$ cat config.mk
export PLATFORM = sky130hd
export DESIGN_NAME = mux_take_blk_tree
export DESIGN_NICKNAME = d
export VERILOG_FILES = /design/src/rtl/mux_take_blk_tree_pkg.sv /design/src/rtl/mux_take_blk_tree_mux2.sv /design/src/rtl/mux_take_blk_tree.sv
export SDC_FILE = /design/constraint.sdc
export NUM_CORES = 1
export LEC_CHECK = 0
export BUFFER_PORTS_ARGS = -buffer_cell sky130_fd_sc_hd__clkbuf_2
export CORE_MARGIN = 1.5
export CORE_UTILIZATION = 49
export CTS_CLUSTER_DIAMETER = 80
export DETAILED_ROUTE_END_ITERATION = 8
export HOLD_SLACK_MARGIN = 0.03
export PLACE_DENSITY = 0.75
export SLEW_MARGIN = 15
export SYNTH_ARGS = -nofsm -noshare
export SYNTH_HDL_FRONTEND = slang
export SYNTH_HIERARCHICAL = 1
export SYNTH_SLANG_ARGS = --single-unit
$ cat constraint.sdc
create_clock -name clk -period 1.1 [get_ports clk]
set_input_delay 0 -clock clk [delete_from_list [all_inputs] [get_ports clk]]
set_output_delay 0 -clock clk [all_outputs]
set_load 0.01 [all_outputs]
$ cat src/rtl/mux_take_blk_tree_pkg.sv
// Shared definitions for the take-block mux tree: default sizes, tree indexing
// helpers and the pang-range test reused by the ping-pong controller.
package mux_take_blk_tree_pkg;

    localparam int DEF_DATA_W = 8;
    localparam int DEF_NUM_IN = 16;

    typedef enum logic {
        RANGE_LINEAR = 1'b0,
        RANGE_WRAP   = 1'b1
    } range_mode_e;

    function automatic int clog2(input int value);
        int result;
        result = 0;
        for (int p = 1; p < value; p = p * 2) begin
            result = result + 1;
        end
        return result;
    endfunction

    // Tree nodes are stored level by level: inputs first, root last.
    function automatic int tree_base(input int num_in, input int level);
        return 2 * num_in - 2 * (num_in >> level);
    endfunction

    function automatic logic in_range(
        input logic [31:0] start_idx,
        input logic [31:0] end_idx,
        input logic [31:0] idx,
        input range_mode_e mode
    );
        logic hit;
        if (start_idx <= end_idx) begin
            hit = (start_idx <= idx) && (idx <= end_idx);
        end else if (mode == RANGE_WRAP) begin
            hit = (idx >= start_idx) || (idx <= end_idx);
        end else begin
            hit = 1'b0;
        end
        return hit;
    endfunction

endpackage

$ cat src/rtl/mux_take_blk_tree_mux2.sv
// Registered 2:1 mux node with pipeline enable; one instance per tree node.
module mux2_reg_en #(
    parameter int DATA_W = 8
) (
    input  logic              clk,
    input  logic              reset,
    input  logic              en,
    input  logic              sel,
    input  logic [DATA_W-1:0] a,
    input  logic [DATA_W-1:0] b,
    output logic [DATA_W-1:0] q
);

    // NOTE: sequential state uses non-blocking assignments so every node samples
    // the previous level's value from before the edge, never a same-edge update.
    always_ff @(posedge clk or negedge reset) begin
        if (!reset) begin
            q <= '0;
        end else if (en) begin
            q <= sel ? b : a;
        end
    end

endmodule

$ cat src/rtl/mux_take_blk_tree.sv
// Pipelined NUM_IN:1 sub-block mux with an aligned take-block flag and valid
// pipeline; one tree level per advancing cycle, latency SEL_W.
module mux_take_blk_tree
    import mux_take_blk_tree_pkg::*;
#(
    parameter int DATA_W     = DEF_DATA_W,
    parameter int NUM_IN     = DEF_NUM_IN,
    parameter int SEL_W      = clog2(NUM_IN),
    parameter int WRAP_RANGE = 0
) (
    input  logic                     clk,
    input  logic                     reset,
    input  logic                     en,
    input  logic                     valid_i,
    input  logic [SEL_W-1:0]         sel,
    input  logic [NUM_IN*DATA_W-1:0] subblki,
    input  logic                     needpang,
    input  logic                     myturnpingpong,
    input  logic [SEL_W-1:0]         needpangstartinc,
    input  logic [SEL_W-1:0]         needpangendinc,
    output logic [DATA_W-1:0]        subblko,
    output logic                     takeblko,
    output logic                     valid_o
);

    localparam range_mode_e MODE = (WRAP_RANGE != 0) ? RANGE_WRAP : RANGE_LINEAR;
    localparam int NODES = 2 * NUM_IN - 1;

    logic [DATA_W-1:0] tree [NODES];
    logic [SEL_W-1:0]  level_sel;

    for (genvar k = 0; k < NUM_IN; k++) begin : g_leaf
        assign tree[k] = subblki[k*DATA_W +: DATA_W];
    end

    // Level i must see sel[i] from the token now at its inputs, i.e. delayed i stages.
    assign level_sel[0] = sel[0];

    for (genvar i = 1; i < SEL_W; i++) begin : g_sel_dly
        logic [i-1:0] dly;

        always_ff @(posedge clk or negedge reset) begin
            if (!reset) begin
                dly <= '0;
            end else if (en) begin
                dly[0] <= sel[i];
                for (int m = 1; m < i; m++) begin
                    dly[m] <= dly[m-1];
                end
            end
        end

        assign level_sel[i] = dly[i-1];
    end

    for (genvar l = 0; l < SEL_W; l++) begin : g_level
        for (genvar j = 0; j < (NUM_IN >> (l + 1)); j++) begin : g_node
            mux2_reg_en #(
                .DATA_W(DATA_W)
            ) u_mux (
                .clk  (clk),
                .reset(reset),
                .en   (en),
                .sel  (level_sel[l]),
                .a    (tree[tree_base(NUM_IN, l) + 2*j]),
                .b    (tree[tree_base(NUM_IN, l) + 2*j + 1]),
                .q    (tree[tree_base(NUM_IN, l + 1) + j])
            );
        end
    end

    assign subblko = tree[NODES-1];

    logic                t0;
    logic                t1;
    logic [SEL_W-3:0]    take_pipe;
    logic [SEL_W-1:0]    valid_pipe;
    logic                range_hit;

    assign range_hit = in_range(32'(needpangstartinc), 32'(needpangendinc), 32'(sel), MODE);

    // needpang and myturnpingpong arrive one and two advancing cycles after sel,
    // so they are consumed live at the stage where their token sits.
    always_ff @(posedge clk or negedge reset) begin
        if (!reset) begin
            t0         <= 1'b0;
            t1         <= 1'b0;
            take_pipe  <= '0;
            valid_pipe <= '0;
        end else if (en) begin
            t0           <= !range_hit;
            t1           <= t0 | needpang;
            take_pipe[0] <= t1 & myturnpingpong;
            for (int k = 1; k < SEL_W - 2; k++) begin
                take_pipe[k] <= take_pipe[k-1];
            end
            valid_pipe[0] <= valid_i;
            for (int k = 1; k < SEL_W; k++) begin
                valid_pipe[k] <= valid_pipe[k-1];
            end
        end
    end

    assign takeblko = take_pipe[SEL_W-3];
    assign valid_o  = valid_pipe[SEL_W-1];

endmodule

## After elaboration in Yosys (flattened, before gate mapping)

Cells that the tools add are included.

| operators by class | value |
|---|---|
| $lt $le $gt $ge | 3 |
| multiplexer cells | 16 |
| bitwise gates (word level) | 2 |
| reduce and logical (&&, ||, !) cells | 2 |

Operator list:

| cell | number |
|---|---|
| $mux 8 | 15 |
| $le 4x4->1 | 3 |
| $and 1x1->1 | 1 |
| $logic_and 1x1->1 | 1 |
| $logic_not 1->1 | 1 |
| $mux 1 | 1 |
| $or 1x1->1 | 1 |

| word-level totals | value |
|---|---|
| bits in registers | 134 |
| output and inout port bits | 10 |

## Logic depth before layout (Yosys ltp)

| depth | value |
|---|---|
| word-level depth | 4 |
| gate-level depth with buffers | 6 |
| gate-level depth less buffers | 6 |

## Modules after synthesis

Netlist, hierarchy kept.

By module, submodules not included:

| module | times used | cells each | area each (um^2) | sequential area each (um^2) |
|---|---|---|---|---|
| mux2_reg_en | 15 | 35 | 384.1 | 200.2 |
| mux_take_blk_tree | 1 | 70 | 829.5 | 350.3 |

## Least setup slack after synthesis

OpenSTA, ideal clock, no wires.

| timing | value |
|---|---|
| kind | input -> register |
| start point | input port sel[1] |
| end point | register t0 |
| arrival time | 0.941 ns |
| path slack | 0.033 ns |
| cell stages on the path | 6 |
| buffers on the path | 0 |
| path through | inv_1 > ha_1 > nor2b_4 > o211ai_2 > a21oi_1 > o32a_1 |

| between the ends | value |
|---|---|
| word-level cells in the longest chain between the ends | 4 |
| elaborated cells on any way between the ends | 5 |
| classes of those cells | 2 x order compare; 1 x mux; 2 x reduce/logical |

Ends and longest elaborated chain:

| element | line | text |
|---|---|---|
| start: declaration | mux_take_blk_tree.sv:15 | `input logic [SEL_W-1:0] sel,` |
| $le 4x4->1 | mux_take_blk_tree_pkg.sv:35 | `hit = (start_idx <= idx) && (idx <= end_idx);` |
| $logic_and 1x1->1 * | mux_take_blk_tree_pkg.sv:35 |  |
| $mux 1 * | mux_take_blk_tree_pkg.sv:34 | `if (start_idx <= end_idx) begin` |
| $logic_not 1->1 * | mux_take_blk_tree.sv:91 | `t0 <= !range_hit;` |
| end signal: assignment | mux_take_blk_tree.sv:91 |  |
| end: declaration | mux_take_blk_tree.sv:74 | `logic t0;` |

Mark *: on every way between the ends. The rest lies on a longest branch, timed or not.
A chain may end at the register's enable or synchronous reset.

## Final worst setup path

| timing | value |
|---|---|
| start point | register g_sel_dly[1].dly |
| end point | register g_level[1].g_node[0].u_mux.q[3] |

| between the ends | value |
|---|---|
| word-level cells in the longest chain between the ends | 1 |

Ends and longest elaborated chain:

| element | line | text |
|---|---|---|
| start: declaration | mux_take_blk_tree.sv:40 | `logic [i-1:0] dly;` |
| start signal: indexed assignment | mux_take_blk_tree.sv:48 | `dly[m] <= dly[m-1];` |
| $mux 8 | mux_take_blk_tree_mux2.sv:20 | `q <= sel ? b : a;` |
| end signal: assignment | mux_take_blk_tree_mux2.sv:20 |  |
| end: declaration | mux_take_blk_tree_mux2.sv:11 | `output logic [DATA_W-1:0] q` |

No other way between the ends.

==> run_results.csv <==
group,metric,value,unit
cts,clkTransAtPathRegs,0.05,ns
sta,hold_viol,0,
critical_path,cpPeakStageDelay,0.46,ns
logic_synthesis,synth_nets,753,
routing,wire_per_inst,15.8,µm
logic_synthesis,synthDominantCellAreaShare,50.9,%
logic_synthesis,synth_area_per_cell,11.1,µm²
sta,fin_tns_setup,-0.169,ns
critical_path,path_cells,"clkbuf_16 > mux2i_1 > a21oi_1",
sta,tightest_slew,0.321,ns
layout,area_growth_syn_to_layout,42.6,%
global_routing,busiest_layer,"met2",
routing,postRouteAntennaNets,0,
critical_path,start_kind,"register",
logic_synthesis,synth.area.top_cells,"dfrtp_1 (51%), mux2i_1 (18%), a21oi_1 (8.4%), nor2_1 (6.9%), buf_6 (5.3%)",
global_routing,grt.met3_usage,5.46,%
sta,min_period_over_period,103,%
routing,vias_per_cell,5.13,
cts,cts-buffers-inserted,17,
floorplanning,dieArea,14200,µm²
global_routing,antenna_found_initial,0,
layout,seq_area,3360,µm²
critical_path,critPathSlowestCell,"dfrtp_2",
critical_path,end_kind,"register",
placement,portBuffers,155,
routing,num_vias,5499,
status,violations,"negative setup slack",
logic_synthesis,yosysWarnings,6,
floorplanning,dieHeight,119,µm
critical_path,worstPathArrival,1.42,ns
min_path,hold_path.class,"primary input to async pin",
logic_synthesis,yosys-top-cells-count,"dfrtp_1 (134), nor2_1 (122), mux2i_1 (120), a21oi_1 (111), buf_6 (31)",
routing,drtIter0Drc,383,
sta,setup_ws,-0.0309,ns
cts,cts_tree,"built",
layout,layout-drive-gt1-share,27.6,%
global_routing,grtUsageMet1,30.7,%
power,p_leak,4.47,nW
floorplanning,die_x,119,µm
cts,ctsLongestPathBuffers,2,
critical_path,cp.required,1.39,ns
routing,drt-pass1-iter-count,6,
cts,cts_setup_buffers,0,
logic_synthesis,synthArstFlopShare,100,%
cts,worstSkewPairLatency,0.41,ns
status,status,"finished with violations",
logic_synthesis,synth_area,6590,µm²
logic_synthesis,ys.flop_type,"dfrtp_1",
power,vdd_drop_max,1.25,mV
global_routing,grt_usage,25.1,%
layout,fin_nets,1041,
global_routing,grt_pass1_wl,28.0,mm
layout,nFillCells,920,
logic_synthesis,synth_top_area_cell,"dfrtp_1",
floorplanning,fp-row-count,42,
floorplanning,ios,156,
logic_synthesis,yosysMostFrequentCell,"dfrtp_1",
critical_path,r2r_setup_slack,-0.03,ns
cts,clockRootBuffer,"clkbuf_16",
power,power.density,1470,nW/µm²
placement,hpwl,9.81,mm
sta,slew_headroom,78.6,%
critical_path,cp_max_fo,12,
layout,n_antenna_cell,0,
logic_synthesis,ys_ff_latch,134,
global_routing,grt_max_degree,67,
routing,route.detailed.drc,0,
global_routing,grt_pass1_vias,5886,
layout,design_area,9400,µm²
layout,multi_input_area,2770,µm²
global_routing,grt_util_met2,43.1,%
sta,fin_crit,1.13,ns
placement,gp_congestion,0.847,
floorplanning,start_util,50.0,%
sta,fin_skew,0.00709,ns
sta,finalMaxSlewViolations,0,
cts,htree_levels,4,
job,maxCapViolCount,0,
critical_path,cp_num_buf_inv,1,
sta,setup_viol,17,
global_routing,overflow,0,
cts,clock-sinks,134,
floorplanning,coreArea,13200,µm²
logic_synthesis,synth_edf_count,0,
routing,drt-total-wl,17.0,mm
placement,dpl-instance-area,7420,µm²
sta,rsz0062_at_grt,"yes",
critical_path,crit_type,"register to register",
logic_synthesis,netlist_instances,595,
sta,fmax,0.884,GHz
logic_synthesis,synth_cell_types,22,
critical_path,path_delay_family,"flip-flops",
logic_synthesis,synth_seq_area_share,50.9,%
area by class of cell:
type	instances	area share, %
Clock buffer	22	5.05
Inverter	9	0.360
Multi-Input combinational cell	405	29.5
Tap cell	176	2.34
Clock inverter	10	0.586
Timing Repair Buffer	316	26.4
Sequential cell	134	35.7
state kept, by name, indices dropped and copies added (netlist names):
register	count
g_level.g_node.u_mux/q	120
g_sel_dly.dly	6
t0	1
t1	1
take_pipe	2
valid_pipe	4
metrics by stage:
step	setup WS, ns	total power [mW]	std cells	util (%)	hold WS (ns)
floorplan	0.0329	7.59	595	-	-0.296
global placement	-0.113	8.32	903	56.3	-0.103
detailed placement	-0.226	8.44	903	56.3	-0.0975
CTS	-0.0176	13.8	1071	70.7	0.0429
global route	-0.0732	14.5	1072	71.2	0.0658
finish	-0.0309	13.8	1072	71.2	0.0409
worst paths after layout:
check / to / from / depth (start not counted)
min in group clk: g_level[1].g_node[0].u_mux/q[4] / en / 3
worst min-delay path: t1 / reset / 2
worst max register to register: g_level[1].g_node[0].u_mux/q[3] / g_sel_dly[1].dly / 3
max in group asynchronous: g_level[1].g_node[2].u_mux/q[7] / reset / 3
worst max-delay path: g_level[1].g_node[0].u_mux/q[3] / g_sel_dly[1].dly / 3
worst min register to register: g_sel_dly[2].dly[1] / g_sel_dly[2].dly[0] / 1
layout by cell type (no fill, tap or decap), types with 3 or more instances in the layout:
cell	netlist	layout
inv_1	9	9
dlygate4sd3_1	0	135
clkbuf_16	0	18
mux2_2	11	11
clkbuf_8	0	3
clkinv_2	0	8
nor2_1	122	122
mux2i_1	120	116
buf_12	0	8
ha_1	12	12
a21oi_1	111	110
a21oi_2	15	16
buf_4	15	16
clkbuf_2	0	152
dfrtp_1	134	132
layer usage:
metal | vias to the layer above | share of wire (%)
li1 | 2650 | -
met1 | 2627 | 42
met2 | 189 | 51
met3 | 33 | 4.7
met4 | 0 | 2.3
met5 | - | 0
repair_timing:
action | CTS | global route
hold buffers | 136 | 6
gates cloned | 0 | 1
hold endpoints to repair | 207 | 6
resized for setup | 3 | 11
pin swaps | 0 | 1
setup endpoints to repair | 7 | 81
cell families after synthesis:
logic type	after synthesis	synth area share [%]
flip-flops	134	50.9
multiplexers	131	20.1
AO/OA/AOI/OAI	131	11.1
AND/OR/NAND/NOR	131	8.05
buffers and inverters	56	7.59
adder cells (fa/ha/maj)	12	2.28
worst register-to-register path, stage by stage (launching register included):
cell	delay, ns
dfrtp_2	0.46
clkbuf_16	0.22
mux2i_1	0.23
a21oi_1	0.09
power breakdown:
group | switching, mW | internal (mW) | total (mW)
clock | 1.96 | 3.02 | 4.98
sequential | 0.470 | 5.64 | 6.11
combinational | 1.28 | 1.47 | 2.75
(Power assumes the default switching activity.)
